`src/rtl/sal_sched_pkg.sv`:
```
`default_nettype none
// +--------------------------------------------------------------------------+
// | Module      : sal_sched_pkg                                              |
// | Description : Shared types for the DRAM command scheduler. Defines the   |
// |               command encoding driven on the command bus and a helper    |
// |               that sizes bank-index fields.                              |
// | Revision    : 1.0 - initial release                                      |
// +--------------------------------------------------------------------------+
package sal_sched_pkg;

   // Command encoding presented to the DRAM command/address driver.
   typedef enum logic [2:0] {
      CMD_NOP = 3'd0,
      CMD_ACT = 3'd1,
      CMD_RD  = 3'd2,
      CMD_WR  = 3'd3,
      CMD_PRE = 3'd4,
      CMD_REF = 3'd5
   } sal_cmd_t;

   // Width of an index into N items; never below one bit.
   function automatic int unsigned sal_idx_w(input int unsigned n);
      return (n <= 1) ? 1 : $clog2(n);
   endfunction

endpackage : sal_sched_pkg
`default_nettype wire

```
`src/rtl/sal_rr_arbiter.sv`:
```
`default_nettype none
// +--------------------------------------------------------------------------+
// | Module      : sal_rr_arbiter                                             |
// | Description : One-hot arbiter over N requesters. POLICY=1 grants the     |
// |               first requester at or after ptr_i, wrapping N-1 -> 0.      |
// |               POLICY=0 ignores ptr_i and grants the lowest index.        |
// | Ports       : req_i  [N]  request vector                                 |
// |               ptr_i  [PW] round-robin start position                     |
// |               gnt_o  [N]  one-hot grant (all zero when no request)       |
// | Revision    : 1.0 - initial release                                      |
// +--------------------------------------------------------------------------+
module sal_rr_arbiter
   import sal_sched_pkg::*;
#(
   parameter int unsigned N      = 8,
   parameter int unsigned POLICY = 1,
   parameter int unsigned PW     = sal_idx_w(N)
)(
   input  logic [N-1:0]  req_i,
   input  logic [PW-1:0] ptr_i,
   output logic [N-1:0]  gnt_o
);

   logic found;

   // First pass covers [ptr, N-1]; second pass wraps round to [0, ptr-1].
   always_comb begin
      gnt_o = '0;
      found = 1'b0;
      for (int unsigned i = 0; i < N; i++) begin
         if (!found && req_i[i] && ((POLICY == 0) || (i >= 32'(ptr_i)))) begin
            gnt_o[i] = 1'b1;
            found    = 1'b1;
         end
      end
      for (int unsigned i = 0; i < N; i++) begin
         if (!found && req_i[i]) begin
            gnt_o[i] = 1'b1;
            found    = 1'b1;
         end
      end
   end

endmodule : sal_rr_arbiter
`default_nettype wire

```
`src/rtl/sal_sched_rr.sv`:
```
`default_nettype none
// +--------------------------------------------------------------------------+
// | Module      : sal_sched_rr                                               |
// | Description : DRAM command scheduler for BK_CNT bank controllers. Picks  |
// |               at most one ACT/RD/WR/PRE/REF request per cycle by class   |
// |               (REF > starved > CAS same dir > CAS other dir > ACT > PRE), |
// |               issues a combinational one-hot grant and registers the     |
// |               granted command and its fields for the next cycle.         |
// | Ports       : clk, rst (sync, active-high), stall (no grant while high)  |
// |               *_req_arr  [BK_CNT]   per-bank level requests              |
// |               ra/ca/id/len_arr      per-bank packed fields               |
// |               *_gnt_arr  [BK_CNT]   one-hot grants, same cycle           |
// |               cmd_valid/cmd/cmd_ba/cmd_ra/ca/id/len  registered command  |
// | Revision    : 1.0 - initial release                                      |
// +--------------------------------------------------------------------------+
module sal_sched_rr
   import sal_sched_pkg::*;
#(
   parameter int unsigned BK_CNT     = 8,
   parameter int unsigned RA_W       = 14,
   parameter int unsigned CA_W       = 10,
   parameter int unsigned ID_W       = 4,
   parameter int unsigned LEN_W      = 4,
   parameter int unsigned POLICY     = 1,
   parameter int unsigned STARVE_LIM = 16
)(
   input  logic                      clk,
   input  logic                      rst,
   input  logic                      stall,
   input  logic [BK_CNT-1:0]         act_req_arr,
   input  logic [BK_CNT-1:0]         rd_req_arr,
   input  logic [BK_CNT-1:0]         wr_req_arr,
   input  logic [BK_CNT-1:0]         pre_req_arr,
   input  logic [BK_CNT-1:0]         ref_req_arr,
   input  logic [BK_CNT*RA_W-1:0]    ra_arr,
   input  logic [BK_CNT*CA_W-1:0]    ca_arr,
   input  logic [BK_CNT*ID_W-1:0]    id_arr,
   input  logic [BK_CNT*LEN_W-1:0]   len_arr,
   output logic [BK_CNT-1:0]         act_gnt_arr,
   output logic [BK_CNT-1:0]         rd_gnt_arr,
   output logic [BK_CNT-1:0]         wr_gnt_arr,
   output logic [BK_CNT-1:0]         pre_gnt_arr,
   output logic [BK_CNT-1:0]         ref_gnt_arr,
   output logic                      cmd_valid,
   output sal_cmd_t                  cmd,
   output logic [$clog2(BK_CNT)-1:0] cmd_ba,
   output logic [RA_W-1:0]           cmd_ra,
   output logic [CA_W-1:0]           cmd_ca,
   output logic [ID_W-1:0]           cmd_id,
   output logic [LEN_W-1:0]          cmd_len
);

   localparam int unsigned BA_W  = $clog2(BK_CNT);
   localparam int unsigned AGE_W = $clog2(STARVE_LIM + 1);
   localparam logic [AGE_W-1:0] AGE_LIM = AGE_W'(STARVE_LIM);

   // Per-command round-robin pointers; RD and WR keep their own pointer so a
   // direction flip does not disturb the fairness history of either queue.
   logic [BA_W-1:0]  act_ptr_q, rd_ptr_q, wr_ptr_q, pre_ptr_q, ref_ptr_q;
   logic [BA_W-1:0]  act_ptr_d, rd_ptr_d, wr_ptr_d, pre_ptr_d, ref_ptr_d;
   logic             last_wr_q, last_wr_d;      // 0: last CAS was RD, 1: WR
   logic [AGE_W-1:0] age_q [BK_CNT];
   logic [AGE_W-1:0] age_d [BK_CNT];

   logic [BK_CNT-1:0] any_req, starved, cas_same, cas_oth;
   logic [BA_W-1:0]   same_ptr, oth_ptr, ptr_nxt;
   logic [BK_CNT-1:0] arb_ref, arb_stv, arb_same, arb_oth, arb_act, arb_pre;
   logic [BK_CNT-1:0] win_vec;
   logic [BA_W-1:0]   win_idx;
   sal_cmd_t          win_cmd;

   logic              cmd_valid_q, cmd_valid_d;
   sal_cmd_t          cmd_q, cmd_d;
   logic [BA_W-1:0]   cmd_ba_q, cmd_ba_d;
   logic [RA_W-1:0]   cmd_ra_q, cmd_ra_d;
   logic [CA_W-1:0]   cmd_ca_q, cmd_ca_d;
   logic [ID_W-1:0]   cmd_id_q, cmd_id_d;
   logic [LEN_W-1:0]  cmd_len_q, cmd_len_d;

   assign any_req = act_req_arr | rd_req_arr | wr_req_arr | pre_req_arr | ref_req_arr;

   for (genvar b = 0; b < BK_CNT; b++) begin : g_starve
      assign starved[b] = any_req[b] && (age_q[b] >= AGE_LIM);
   end

   assign cas_same = last_wr_q ? wr_req_arr : rd_req_arr;
   assign cas_oth  = last_wr_q ? rd_req_arr : wr_req_arr;
   assign same_ptr = last_wr_q ? wr_ptr_q   : rd_ptr_q;
   assign oth_ptr  = last_wr_q ? rd_ptr_q   : wr_ptr_q;

   sal_rr_arbiter #(.N(BK_CNT), .POLICY(POLICY)) u_arb_ref
      (.req_i(ref_req_arr), .ptr_i(ref_ptr_q), .gnt_o(arb_ref));
   // Starved banks are always resolved lowest-index first.
   sal_rr_arbiter #(.N(BK_CNT), .POLICY(0)) u_arb_stv
      (.req_i(starved), .ptr_i('0), .gnt_o(arb_stv));
   sal_rr_arbiter #(.N(BK_CNT), .POLICY(POLICY)) u_arb_same
      (.req_i(cas_same), .ptr_i(same_ptr), .gnt_o(arb_same));
   sal_rr_arbiter #(.N(BK_CNT), .POLICY(POLICY)) u_arb_oth
      (.req_i(cas_oth), .ptr_i(oth_ptr), .gnt_o(arb_oth));
   sal_rr_arbiter #(.N(BK_CNT), .POLICY(POLICY)) u_arb_act
      (.req_i(act_req_arr), .ptr_i(act_ptr_q), .gnt_o(arb_act));
   sal_rr_arbiter #(.N(BK_CNT), .POLICY(POLICY)) u_arb_pre
      (.req_i(pre_req_arr), .ptr_i(pre_ptr_q), .gnt_o(arb_pre));

   // Class select: the winning bank's own request type becomes the grant.
   always_comb begin
      win_vec = '0;
      if (!rst && !stall) begin
         if      (|ref_req_arr) win_vec = arb_ref;
         else if (|starved)     win_vec = arb_stv;
         else if (|cas_same)    win_vec = arb_same;
         else if (|cas_oth)     win_vec = arb_oth;
         else if (|act_req_arr) win_vec = arb_act;
         else if (|pre_req_arr) win_vec = arb_pre;
      end
   end

   assign act_gnt_arr = win_vec & act_req_arr;
   assign rd_gnt_arr  = win_vec & rd_req_arr;
   assign wr_gnt_arr  = win_vec & wr_req_arr;
   assign pre_gnt_arr = win_vec & pre_req_arr;
   assign ref_gnt_arr = win_vec & ref_req_arr;

   always_comb begin
      win_idx = '0;
      for (int unsigned b = 0; b < BK_CNT; b++) begin
         if (win_vec[b]) win_idx = BA_W'(b);
      end
   end

   always_comb begin
      win_cmd = CMD_NOP;
      if      (|ref_gnt_arr) win_cmd = CMD_REF;
      else if (|rd_gnt_arr)  win_cmd = CMD_RD;
      else if (|wr_gnt_arr)  win_cmd = CMD_WR;
      else if (|act_gnt_arr) win_cmd = CMD_ACT;
      else if (|pre_gnt_arr) win_cmd = CMD_PRE;
   end

   assign ptr_nxt = (win_idx == BA_W'(BK_CNT - 1)) ? '0 : win_idx + 1'b1;

   // Only the pointer of the granted command type advances.
   always_comb begin
      act_ptr_d = act_ptr_q;
      rd_ptr_d  = rd_ptr_q;
      wr_ptr_d  = wr_ptr_q;
      pre_ptr_d = pre_ptr_q;
      ref_ptr_d = ref_ptr_q;
      last_wr_d = last_wr_q;
      case (win_cmd)
         CMD_ACT: act_ptr_d = ptr_nxt;
         CMD_RD:  begin rd_ptr_d = ptr_nxt; last_wr_d = 1'b0; end
         CMD_WR:  begin wr_ptr_d = ptr_nxt; last_wr_d = 1'b1; end
         CMD_PRE: pre_ptr_d = ptr_nxt;
         CMD_REF: ref_ptr_d = ptr_nxt;
         default: ;
      endcase
   end

   // Ages keep counting through stall; a grant or dropped request clears them.
   always_comb begin
      for (int unsigned b = 0; b < BK_CNT; b++) begin
         if (!any_req[b] || win_vec[b])  age_d[b] = '0;
         else if (age_q[b] >= AGE_LIM)   age_d[b] = AGE_LIM;
         else                            age_d[b] = age_q[b] + 1'b1;
      end
   end

   always_comb begin
      cmd_valid_d = |win_vec;
      cmd_d       = win_cmd;
      cmd_ba_d    = '0;
      cmd_ra_d    = '0;
      cmd_ca_d    = '0;
      cmd_id_d    = '0;
      cmd_len_d   = '0;
      if (cmd_valid_d) begin
         cmd_ba_d  = win_idx;
         cmd_ra_d  = ra_arr[win_idx*RA_W +: RA_W];
         cmd_ca_d  = ca_arr[win_idx*CA_W +: CA_W];
         cmd_id_d  = id_arr[win_idx*ID_W +: ID_W];
         cmd_len_d = len_arr[win_idx*LEN_W +: LEN_W];
      end
   end

   always_ff @(posedge clk) begin
      if (rst) begin
         act_ptr_q   <= '0;
         rd_ptr_q    <= '0;
         wr_ptr_q    <= '0;
         pre_ptr_q   <= '0;
         ref_ptr_q   <= '0;
         last_wr_q   <= 1'b0;
         for (int unsigned b = 0; b < BK_CNT; b++) age_q[b] <= '0;
         cmd_valid_q <= 1'b0;
         cmd_q       <= CMD_NOP;
         cmd_ba_q    <= '0;
         cmd_ra_q    <= '0;
         cmd_ca_q    <= '0;
         cmd_id_q    <= '0;
         cmd_len_q   <= '0;
      end else begin
         act_ptr_q   <= act_ptr_d;
         rd_ptr_q    <= rd_ptr_d;
         wr_ptr_q    <= wr_ptr_d;
         pre_ptr_q   <= pre_ptr_d;
         ref_ptr_q   <= ref_ptr_d;
         last_wr_q   <= last_wr_d;
         for (int unsigned b = 0; b < BK_CNT; b++) age_q[b] <= age_d[b];
         cmd_valid_q <= cmd_valid_d;
         cmd_q       <= cmd_d;
         cmd_ba_q    <= cmd_ba_d;
         cmd_ra_q    <= cmd_ra_d;
         cmd_ca_q    <= cmd_ca_d;
         cmd_id_q    <= cmd_id_d;
         cmd_len_q   <= cmd_len_d;
      end
   end

   assign cmd_valid = cmd_valid_q;
   assign cmd       = cmd_q;
   assign cmd_ba    = cmd_ba_q;
   assign cmd_ra    = cmd_ra_q;
   assign cmd_ca    = cmd_ca_q;
   assign cmd_id    = cmd_id_q;
   assign cmd_len   = cmd_len_q;

endmodule : sal_sched_rr
`default_nettype wire

```
`config.mk`:
```
export PLATFORM = sky130hd
export DESIGN_NAME = sal_sched_rr
export DESIGN_NICKNAME = d
export VERILOG_FILES = /design/src/rtl/sal_sched_pkg.sv /design/src/rtl/sal_rr_arbiter.sv /design/src/rtl/sal_sched_rr.sv
export SDC_FILE = /design/constraint.sdc
export NUM_CORES = 1
export LEC_CHECK = 0
export BUFFER_PORTS_ARGS = -buffer_cell sky130_fd_sc_hd__buf_2
export CAP_MARGIN = 5
export CORE_ASPECT_RATIO = 0.7
export CORE_MARGIN = 5
export CORE_UTILIZATION = 46
export CTS_CLUSTER_DIAMETER = 60
export DETAILED_ROUTE_END_ITERATION = 8
export PLACE_DENSITY = 0.79
export SLEW_MARGIN = 30
export SYNTH_ARGS = -nofsm -noshare
export SYNTH_HDL_FRONTEND = slang
export SYNTH_HIERARCHICAL = 1
export SYNTH_SLANG_ARGS = --single-unit
```
`constraint.sdc`:
```
create_clock -name clk -period 6.2 [get_ports clk]
set_input_delay 1.24 -clock clk [delete_from_list [all_inputs] [get_ports clk]]
set_output_delay 1.24 -clock clk [all_outputs]
set_load 0.01 [all_outputs]
```
=== After elaboration in Yosys (flattened, before gate mapping) ===
Memories as Yosys holds them, arrays and structs flattened.
Index checks and enable logic that the tools add are counted.
Widths: inputs -> output; s select.

* Flip-flop bits (word level): 55
* RAM bits: 40
* Input port bits: 299
* Output and inout bits: 79
* Word-level logic and storage cells: 584
* Memories: 1

{| class="wikitable"
|+ Memory list
! name !! words !! width !! rd ports !! clocked after Yosys merged registers in !! wr ports !! RTL line !! RTL
|-
| age_q || 8 || 5 || 8 || 0 || 8 || sal_sched_rr.sv:62 || <nowiki>logic [AGE_W-1:0] age_q [BK_CNT];</nowiki>
|}

* Add/sub/neg operators: 9
* $mul: 2
* Magnitude comparators: 43
* Eq/ne operators: 6
* Shifts and indexed selects: 4
* Mux-type cells: 232
* Bitwise operators: 18
* Reductions and logical operators: 256

{| class="wikitable"
|+ Operator list
! cell !! count
|-
| $mux 1 || 184
|-
| $logic_and 1x1->1 || 134
|-
| $mux 5 || 24
|-
| $shiftx 112x8->14 || 1
|-
| $logic_not 1->1 || 100
|-
| $reduce_or 8->1 || 12
|-
| $shiftx 80x8->10 || 1
|-
| $mux 8 || 9
|-
| $shiftx 32x6->4 || 2
|-
| $ge 3x3->1 const A || 15
|-
| $mux 3 || 14
|-
| $add 5x1->5 const B || 8
|-
| $and 8x8->8 || 5
|-
| $ge 5x5->1 const B || 8
|-
| $or 8x8->8 || 4
|-
| $ge 1x3->1 const A || 10
|-
| $ge 2x3->1 const A || 10
|-
| $mul 3x3->6 const B || 2
|-
| $eq 3x3->1 const B || 3
|-
| $logic_or 1x1->1 || 8
|-
| $or 1x1->1 || 8
|-
| $eq 3x2->1 const B || 2
|-
| $add 3x1->3 const B || 1
|-
| $eq 3x1->1 const B || 1
|-
| 4 further kinds || 4
|}

=== Logic depth before layout (Yosys ltp) ===
Gate-level depths: netlist of the first run.

* Word-level depth: 70
* Mapped depth: 21
* Gate-level depth less buffers: 17

=== Hierarchy ===
The synthesis of the first run kept the hierarchy.

{| class="wikitable"
|+ By module, submodules not included
! module !! times used !! cells each !! area an instance (um2) !! seq. area each (um2)
|-
| sal_sched_rr || 1 || 787 || 6796.5 || 1901.8
|-
| sal_rr_arbiter (u_arb_act ...) || 5 || 42 || 286.5 || 0.0
|-
| sal_rr_arbiter (u_arb_stv) || 1 || 11 || 95.1 || 0.0
|}

=== Worst setup path before layout of the first run ===
Ideal clock, no wire load.

* Path kind: input to register
* Start point: input port act_req_arr[1]
* End point: register act_ptr_q[0]
* Library setup time: 0.072 ns
* Data arrival time: 4.981 ns
* Required time: 6.128 ns
* Path slack: 1.148 ns
* Cell stages on the path: 17
* Path buffers: 2
* Cell sequence: or4_1 > o21ai_2 > inv_1 > or4_4 > nor2_1 > a211oi_1 > a211oi_2 > a21oi_1 > nor2_2 > buf_4 > buf_6 > o21ai_0 > ha_1 > ha_1 > nor3_1 > nand2_1 > mux2i_1

* Elaborated cells on any way between the ends: 161
* Those cells by class: add/sub: 1; eq/ne: 2; mux: 77; bitwise: 9; reduce/logical: 72

{| class="wikitable"
|+ RTL lines
! element !! RTL line !! RTL
|-
| start: declaration || sal_sched_rr.sv:30 || <nowiki>input logic [BK_CNT-1:0] act_req_arr,</nowiki>
|-
| $or 8x8->8 * (4 in series) || sal_sched_rr.sv:80 || <nowiki>assign any_req = act_req_arr | rd_req_arr | wr_req_arr | pre_req_arr | ref_req_arr;</nowiki>
|-
| $logic_and 1x1->1 * || sal_sched_rr.sv:83 || <nowiki>assign starved[b] = any_req[b] && (age_q[b] >= AGE_LIM);</nowiki>
|-
| named net starved[1] || sal_sched_rr.sv:65 || <nowiki>logic [BK_CNT-1:0] any_req, starved, cas_same, cas_oth;</nowiki>
|-
| $logic_and 1x1->1 || sal_rr_arbiter.sv:31 || <nowiki>if (!found && req_i[i] && ((POLICY == 0) || (i >= 32'(ptr_i)))) begin</nowiki>
|-
| $mux 1 || sal_rr_arbiter.sv:31 ||
|-
| $logic_not 1->1 || sal_rr_arbiter.sv:31 ||
|-
| $logic_and 1x1->1 || sal_rr_arbiter.sv:31 ||
|-
| $mux 1 || sal_rr_arbiter.sv:31 ||
|-
| (+30 left out) || -- ||
|-
| named net arb_stv[4] || sal_sched_rr.sv:67 || <nowiki>logic [BK_CNT-1:0] arb_ref, arb_stv, arb_same, arb_oth, arb_act, arb_pre;</nowiki>
|-
| $mux 8 * || sal_sched_rr.sv:110 || <nowiki>else if (|starved) win_vec = arb_stv;</nowiki>
|-
| $mux 8 * || sal_sched_rr.sv:109 || <nowiki>if (|ref_req_arr) win_vec = arb_ref;</nowiki>
|-
| $mux 8 * || sal_sched_rr.sv:108 || <nowiki>if (!rst && !stall) begin</nowiki>
|-
| $mux 3 * (4 in series) || sal_sched_rr.sv:127 || <nowiki>if (win_vec[b]) win_idx = BA_W'(b);</nowiki>
|-
| named net win_idx[0] || sal_sched_rr.sv:69 || <nowiki>logic [BA_W-1:0] win_idx;</nowiki>
|-
| $add 3x1->3 / $eq 3x3->1 (equally long branches) || sal_sched_rr.sv:140 || <nowiki>assign ptr_nxt = (win_idx == BA_W'(BK_CNT - 1)) ? '0 : win_idx + 1'b1;</nowiki>
|-
| $mux 3 * || sal_sched_rr.sv:140 ||
|-
| end signal: assignment || sal_sched_rr.sv:203 || <nowiki>act_ptr_q <= act_ptr_d;</nowiki>
|-
| end: declaration || sal_sched_rr.sv:59 || <nowiki>logic [BA_W-1:0] act_ptr_q, rd_ptr_q, wr_ptr_q, pre_ptr_q, ref_ptr_q;</nowiki>
|}

Mark *: on every way through the listed nets, which the timed path passes. The rest lies on a longest branch.
A chain may end at the register's enable or synchronous reset.

=== Worst setup path in the final report of the first run ===
* Start point: input port act_req_arr[4]
* End point: output port act_gnt_arr[1]

* Cells in the longest elaborated chain, start to end: 27
* Elaborated cells on any way between the ends: 51
* Those cells by class: mux: 18; bitwise: 5; reduce/logical: 28

{| class="wikitable"
|+ Ends and longest elaborated chain
! element !! RTL line !! RTL
|-
| $logic_and 1x1->1 (2 in series) || sal_rr_arbiter.sv:31 ||
|-
| $mux 1 || sal_rr_arbiter.sv:31 ||
|-
| $logic_not 1->1 || sal_rr_arbiter.sv:31 ||
|-
| $logic_and 1x1->1 (2 in series) || sal_rr_arbiter.sv:31 ||
|-
| $mux 1 || sal_rr_arbiter.sv:31 ||
|-
| $logic_not 1->1 || sal_rr_arbiter.sv:31 ||
|-
| $logic_and 1x1->1 (2 in series) || sal_rr_arbiter.sv:31 ||
|-
| $mux 1 || sal_rr_arbiter.sv:31 ||
|-
| (+8 left out) || -- ||
|-
| $mux 1 || sal_rr_arbiter.sv:37 || <nowiki>if (!found && req_i[i]) begin</nowiki>
|-
| $mux 8 || sal_sched_rr.sv:113 || <nowiki>else if (|act_req_arr) win_vec = arb_act;</nowiki>
|-
| $mux 8 || sal_sched_rr.sv:112 || <nowiki>else if (|cas_oth) win_vec = arb_oth;</nowiki>
|-
| $mux 8 || sal_sched_rr.sv:111 || <nowiki>else if (|cas_same) win_vec = arb_same;</nowiki>
|-
| $mux 8 * || sal_sched_rr.sv:110 ||
|-
| $mux 8 * || sal_sched_rr.sv:109 ||
|-
| $mux 8 * || sal_sched_rr.sv:108 ||
|-
| $and 8x8->8 * || sal_sched_rr.sv:118 || <nowiki>assign act_gnt_arr = win_vec & act_req_arr;</nowiki>
|-
| end: declaration || sal_sched_rr.sv:39 || <nowiki>output logic [BK_CNT-1:0] act_gnt_arr,</nowiki>
|}

Mark *: on every way between the ends. The rest lies on a longest branch, timed or not.

==> results of run 1 <==
## worst max-delay path, cell delays in order
cell and delay [ns]:
buf_2 0.15, or4_1 0.58, o21ai_1 0.36, nand4_4 0.26, nor3_1 0.40, nor4b_1 0.41, or2_1 0.60, and2_1 0.29
buf_2 0.16
## flip-flops by register name, summed over array words and instances (netlist names), 3 cells and up
| name | cells |
|---|---|
| cmd_ra | 14 |
| cmd_len | 4 |
| pre_ptr_q | 3 |
| cmd_id | 4 |
| cmd_ca | 10 |
| ref_ptr_q | 3 |
| cmd_ba | 3 |
| age_q | 40 |
| rd_ptr_q | 3 |
| cmd | 3 |
| wr_ptr_q | 3 |
| act_ptr_q | 3 |
## metal layers
metal,wire [um],up-vias
met3,4070,54
met2,15700,660
met4,599,2
li1,-,4576
met5,13,-
met1,15200,4746
## cell type report
cell class              count  area share [%]
clock inverters             6            1.08
inverters                  48            1.69
multi-input cells         802            55.5
clock buffers              10            2.15
well taps                 236            2.78
flip-flops and latches     95            17.9
diodes                      3          0.0706
repair buffers            392            18.9
## placed cells by master, fill, tap and decap left out, types with 21 or more instances in the layout
cell type and instances:
mux2_2 25, nand3_1 35, nor3_1 22, and3_1 27, inv_1 47, and2_1 38, a31oi_1 21, nor2b_1 22
nand2_1 34, buf_2 377, mux2i_1 35, o21ai_0 34, a21oi_1 32, nor2_1 98, o211ai_1 26, dfxtp_1 95
## where the power goes
group	total, mW	internal (mW)	switching, mW
registers	0.683	0.653	0.0298
clock network	0.654	0.398	0.255
logic	0.468	0.212	0.257
total	1.81	1.26	0.542
## final timing paths
kind	from	slack, ns	endpoint
worst max-delay path	act_req_arr[4]	0.51	act_gnt_arr[1]
worst min register to register	age_q[1][0]	0.46	age_q[1][0]
worst max register to register	last_wr_q	1.02	cmd_ra[12]
worst min-delay path	age_q[1][0]	0.46	age_q[1][0]
==> impl_metrics.tcl, run 1 <==
set metrics [dict create \
    dieArea_sq_um 20900 \
    grt_first_pass_wirelength_um 51100 \
    wl_per_cell_um 22.3 \
    ir_worst_vdd_v 0.000112 \
    critPathRequiredTime_ns 4.96 \
    end_kind "primary output" \
    drv_slew 0 \
    cts.htree.levels 3 \
    hold_ws_ns 0.462 \
    hpwl_um 28200 \
    dpl.cell_count 1572 \
    multi_input_area_sq_um 5900 \
    cts_tree "yes" \
    die_w_um 171 \
    r2r_cells 14 \
    core_sq_um 17900 \
    syn_inst 1007 \
    dieHeight_um 123 \
    period_needed_ns 5.69 \
    grt_usage_pct 31.2 \
    slew_headroom_pct 38.5 \
    n_fill_cell 1674 \
    drc 0 \
    grt-busiest-layer "met2" \
    grt_max_degree 54 \
    clkLatencyLatePin_ns 0.35 \
    post_cts_resized 0 \
    min_path_type "flop to flop" \
    num_io_pins 378 \
    yosysWarnings 6 \
    wirelength_um 35500 \
    setup_violations 0 \
    setup_slack_ns 0.511 \
    start_util_pct 46.5 \
    syn2layout_area_growth_pct 27.9 \
    post_cts.repair.setup_buffers 0 \
    ant_nets 0 \
    setup_tns_ns 0 \
    met1_usage_pct 45.6 \
    stdcell_area_sq_um 10600 \
    cap_violations 0 \
    hold-path-cell-count 1 \
    avgViaCountPerCell 6.31 \
    finClkSkew_ns 0.0158 \
    nNetsFinal 1665 \
    grt_pass1_vias 8825 \
    critPathArrivalTime_ns 4.45 \
    overflow 0 \
    clk_path_buf_depth 2 \
    worst_pin_slew_ns 0.922 \
    rows 41 \
    vias 10038 \
    netlist_area_sq_um 8320 \
    port_buffers 377 \
    cts-hold-fix-buffers 0 \
    fmax_ghz 0.176 \
    startpoint_type "input port" \
    rsz0062_at_grt "false" \
    clockRootBuffer "clkbuf_16" \
    status "complete, no violations" \
    drt_iter0_drc 1308 \
    fin_util_pct 59.4 \
    seqCellArea_sq_um 1900 \
    drive_above_1_share_pct 36.6 \
    antenna_found_initial 3 \
    preCtsSetupSlack_ns 0.634 \
    fin_cells 1592 \
    clock_sinks 95 \
    avgSynthCellArea_sq_um 8.26 \
    hold_viol_final 0 \
    grtUsageMet3_pct 7.31 \
    cts_made_buffers 9 \
    powerDensity_nw_per_um2 170 \
    gp_congestion 1.03 \
    dr.pass1.iters 5 \
    total_power_mw 1.81 \
    cp_max_fo 13 \
    dpl_cell_area_sq_um 10300 \
    p_leak_nw 5.26 \
    syn-num-nets 1324 \
    path_clk_slew_ns 0.07 \
    period_share_pct 91.8 \
    path_class "input port to primary output" \
    grtUsageMet2_pct 46.8 \
]
Note: power is estimated with default switching activity, not from simulation.
==> run 2, diff against run 1 <==
Settings changed: PLACE_DENSITY 0.79 to 0.81.
==> run 2 against run 1 <==
Against the previous run: register-to-register slack better by 0.07 ns; via count decreased by 2.0%; critical path depth stayed put.
==> impl_metrics.tcl, run 2 (synthesized netlist as in run 1, its figures left out) <==
set metrics [dict create \
    status "complete, no violations" \
    vias 9835 \
    path_class "input port to primary output" \
    critPathArrivalTime_ns 4.55 \
    rows 41 \
    clockRootBuffer "clkbuf_16" \
    layout_commonest_cell "buf_2" \
    worst_pin_slew_ns 0.960 \
    end_kind "primary output" \
    die_w_um 171 \
    critPathRequiredTime_ns 4.96 \
    r2r_cells 13 \
    antenna_found_initial 8 \
    total_power_mw 1.71 \
    hold_viol_final 0 \
    setup_slack_ns 0.415 \
    largest_reg_flops 40 \
    cap_violations 0 \
    cts.htree.levels 3 \
    grt_first_pass_wirelength_um 52500 \
    period_needed_ns 5.79 \
    drc 0 \
    post_cts_resized 0 \
    clock_sinks 95 \
    grt_usage_pct 32.1 \
    grt_pass1_vias 9078 \
    stdcell_area_sq_um 10600 \
    startpoint_type "input port" \
    ant_nets 0 \
    cts_made_buffers 9 \
    wirelength_um 35800 \
    p_leak_nw 5.21 \
    preCtsSetupSlack_ns 0.506 \
    reg2reg_from "last_wr_q" \
    grt_max_degree 50 \
    setup_tns_ns 0 \
    final_cell_mix "buf_2 (377), nor2_1 (98), dfxtp_1 (94)" \
    drt_iter0_drc 1049 \
    overflow 0 \
    dieArea_sq_um 20900 \
    cts_tree "yes" \
    fmax_ghz 0.173 \
    clkLatencyLatePin_ns 0.34 \
    cp_max_fo 13 \
    rsz0062_at_grt "false" \
    clk_path_buf_depth 2 \
    largest-register "age_q" \
    min_path_type "flop to flop" \
    gp_congestion 1.03 \
    post_cts.repair.setup_buffers 0 \
    drv_slew 0 \
    slew_headroom_pct 36.0 \
    cp_slowest_cell "or4_1" \
    syn2layout_area_growth_pct 27.0 \
    period_share_pct 93.3 \
    num_io_pins 378 \
    wl_per_cell_um 22.5 \
    port_buffers 377 \
    dieHeight_um 123 \
    setup_violations 0 \
    nNetsFinal 1662 \
    finClkSkew_ns 0.00961 \
    start_util_pct 46.5 \
    hpwl_um 28700 \
    dr.pass1.iters 6 \
    hold-path-cell-count 1 \
    cts-hold-fix-buffers 0 \
    ir_worst_vdd_v 0.000122 \
    crit_path_start "act_req_arr[4]" \
    powerDensity_nw_per_um2 162 \
    crit_path_frequent_cell "buf_2" \
    critical-path-max-stage-delay_ns 0.59 \
    avgViaCountPerCell 6.18 \
    hp-start "age_q[0][15]" \
    core_sq_um 17900 \
    drive_above_1_share_pct 36.5 \
    path_cells "buf_2, or4_1, o21ai_1, nand4_4, nor3_1, nor4b_1, or2_1, and2_1, buf_2" \
    hold_ws_ns 0.471 \
    path_clk_slew_ns 0.07 \
    dpl_cell_area_sq_um 10300 \
]
==> run 2: changes by cell type in the layout (fill, tap and decap cells not counted) <==
cell        change
bufinv_16       -2
dfxtp_2         +1
inv_6           +1
diode_2         +2
inv_8           -1
clkinvlp_4      +1
buf_8           -1
buf_4           -2
dfxtp_1         -1
clkinv_4        +1
==> run 2: per-layer routing <==
layer | GRT usage (%) | up-vias | part of all wire, %
li1 | - | 4572 | -
met1 | 45.3 | 4535 | 42
met2 | 48.7 | 641 | 43
met3 | 8.56 | 79 | 12
met4 | 8.33 | 8 | 2.8
met5 | 0 | - | 0.13
==> run 2: path summary, 6_finish.rpt <==
| path | to | slack [ns] |
|---|---|---|
| max | act_gnt_arr[1] | 0.41 |
| max reg2reg | cmd_len[3] | 1.09 |
| min reg2reg | age_q[0][15] | 0.47 |
| min | age_q[0][15] | 0.47 |
==> run 2: per-stage QoR <==
stage | cells | util (%)
2_1_floorplan | 1007 | -
3_3_place_gp | 1570 | 57.3
3_5_place_dp | 1570 | 57.3
4_1_cts | 1586 | 59.0
5_1_grt | 1588 | 59.0
6_report | 1591 | 59.0
==> run 2: critical path, delay by kind of cell <==
| kind | cells | cell delay, ns |
|---|---|---|
| compound gates | 1 | 0.35 |
| simple gates | 6 | 2.61 |
| buf+inv | 2 | 0.34 |
==> run 2: cell type report <==
| type | count | area (sq um) |
|---|---|---|
| multi-input combinational | 802 | 5900 |
| clock inverter | 6 | 68.8 |
| antenna | 5 | 12.5 |
| fill | 1698 | 7330 |
| tap | 236 | 295 |
| clock buffer | 10 | 229 |
| timing repair buffer | 389 | 1980 |
| sequential | 95 | 1900 |
| inverter | 48 | 180 |
==> run 2: power by group <==
group	total [mW]	switching, mW	internal [mW]
combinational	0.466	0.255	0.211
clock	0.562	0.246	0.316
sequential	0.685	0.0318	0.654
==> run 3, diff against run 2 <==
Settings changed: PLACE_DENSITY 0.81 to not set, PLACE_DENSITY_LB_ADDON set to 0.1.
==> run 3 against run 2 <==
Against the previous run: global-route usage shrank 0.84 points; largest cell class unchanged; sequential power is essentially flat; die area stayed put; count of clock-buffer cells in the layout grew 2; clock power is 6.8% lower; total power is 2.3% lower; non-clock buffer count grew 3; routed wire length is 1.8% lower; combinational power barely moved; sequential share of layout area is essentially flat; final cell count up 0.19%; largest power group unchanged.
==> impl_metrics.tcl, run 3 (synthesized netlist as in run 1, its figures left out) <==
set metrics [dict create \
    end_kind "primary output" \
    cts-hold-fix-buffers 0 \
    power_frac_seq_pct 40.8 \
    rows 41 \
    path_clk_slew_ns 0.07 \
    dieArea_sq_um 20900 \
    hold_viol_final 0 \
    endpoint "act_gnt_arr[1]" \
    finClkSkew_ns 0.0126 \
    overflow 0 \
    grt_first_pass_wirelength_um 51300 \
    grt_max_degree 38 \
    critPathRequiredTime_ns 4.96 \
    post_cts.repair.setup_buffers 0 \
    cts.htree.levels 3 \
    status "complete, no violations" \
    largest-register "age_q" \
    r2r_cells 15 \
    nNetsFinal 1665 \
    drv_slew 0 \
    setup_tns_ns 0 \
    clockRootBuffer "clkbuf_16" \
    netSwitchingFraction_pct 31.3 \
    startpoint_type "flop" \
    min_path_type "flop to flop" \
    critical-path-max-stage-delay_ns 0.83 \
    layout_commonest_cell "buf_2" \
    powerDensity_nw_per_um2 158 \
    internal_power_mw 1.15 \
    avgViaCountPerCell 6.16 \
    rsz0062_at_grt "false" \
    cp_slowest_cell "dfxtp_1" \
    combPwrFrac_pct 27.9 \
    drive_above_1_share_pct 36.6 \
    pwr-share-clk_pct 31.3 \
    crit_family "simple AND/OR/NAND/NOR gates" \
    hpwl_um 28000 \
    die_w_um 171 \
    antenna_found_initial 5 \
    timing.critical_path.buf_inv 2 \
    clk_path_buf_depth 2 \
    setup_violations 0 \
    rrSetupSlack_ns 0.94 \
    r2r_end "pre_ptr_q[0]" \
    slew_headroom_pct 36.2 \
    path_depth 11 \
    preCtsSetupSlack_ns 0.744 \
    cts_made_buffers 9 \
    cts_tree "yes" \
    path_cells "buf_4, mux2_2, nor2b_1, or2_4, a211oi_2, a32o_1, nor3_1, nor4b_1, or2_1, and2_1, buf_2" \
    ant_nets 0 \
    post_cts_resized 0 \
    worst_pin_slew_ns 0.956 \
    ir_worst_vdd_v 0.000137 \
    p_leak_nw 5.22 \
    port_buffers 377 \
    start_util_pct 46.5 \
    cap_violations 0 \
    period_share_pct 92.1 \
    final_cell_mix "buf_2 (377), nor2_1 (98), dfxtp_1 (95)" \
    clkLatencyLatePin_ns 0.35 \
    critPathArrivalTime_ns 4.47 \
    core_sq_um 17900 \
    dr.pass1.iters 5 \
    crit_path_start "last_wr_q" \
    drt_iter0_drc 951 \
    drc 0 \
    dieHeight_um 123 \
    wl_per_cell_um 22.0 \
    grt_pass1_vias 8866 \
    setup_slack_ns 0.490 \
    wirelength_um 35100 \
    gp_congestion 1.04 \
    clock_sinks 95 \
    grt_usage_pct 31.2 \
    largest_reg_flops 40 \
    num_io_pins 378 \
    cp_max_fo 18 \
    reg2reg_from "last_wr_q" \
    switching_power_mw 0.525 \
    path_class "flop to primary output" \
    period_needed_ns 5.71 \
    vias 9814 \
    fmax_ghz 0.175 \
    syn2layout_area_growth_pct 27.1 \
]
-- run 3: worst min path at each step --
stage | start | end | slack [ns] | cells past startpoint
after floorplan | age_q[0][0] | age_q[0][0] | 0.43 | 1
after detailed placement | age_q[0][0] | age_q[0][0] | 0.45 | 1
after global routing | age_q[0][5] | age_q[0][5] | 0.49 | 1
after CTS | age_q[0][0] | age_q[0][0] | 0.47 | 1
after global placement | age_q[1][0] | age_q[1][0] | 0.45 | 1
final | age_q[0][0] | age_q[0][0] | 0.46 | 1
-- run 3: routing by layer --
metal	vias up	global-route usage [%]	part of all wire, %
met5	-	2.17	0.23
met4	6	6.93	1.6
met3	55	8.82	11
met2	546	46.6	44
met1	4621	44.7	43
li1	4586	-	-
-- run 3: metrics by stage --
step / util (%) / hold WS (ns) / instances / cell area, sq um / total power [mW]
floorplan: - / 0.430 / 1007 / 8320 / 0.941
global placement: 57.4 / 0.446 / 1573 / 10300 / 1.15
detailed placement: 57.4 / 0.452 / 1573 / 10300 / 1.15
CTS: 59.0 / 0.469 / 1589 / 10600 / 1.68
global route: 59.0 / 0.487 / 1592 / 10600 / 1.75
finish: 59.0 / 0.463 / 1594 / 10600 / 1.67
-- run 3: area by class of cell --
class                   instances  area (sq um)
clock inverters                 4          28.8
diodes                          5          12.5
flip-flops and latches         95          1900
fillers                      1714          7330
clock buffers                  12           246
well taps                     236           295
inverters                      48           180
multi-input cells             802          5910
repair buffers                392          2000
-- run 3: power by group through the flow --
stage          clock network (mW)  logic (mW)  registers, mW
6_report                    0.524       0.467          0.683
5_1_grt                     0.562       0.503          0.688
4_1_cts                     0.537       0.459          0.682
3_5_place_dp                    0       0.456          0.696
3_3_place_gp                    0       0.453          0.695
2_1_floorplan                   0       0.241          0.700
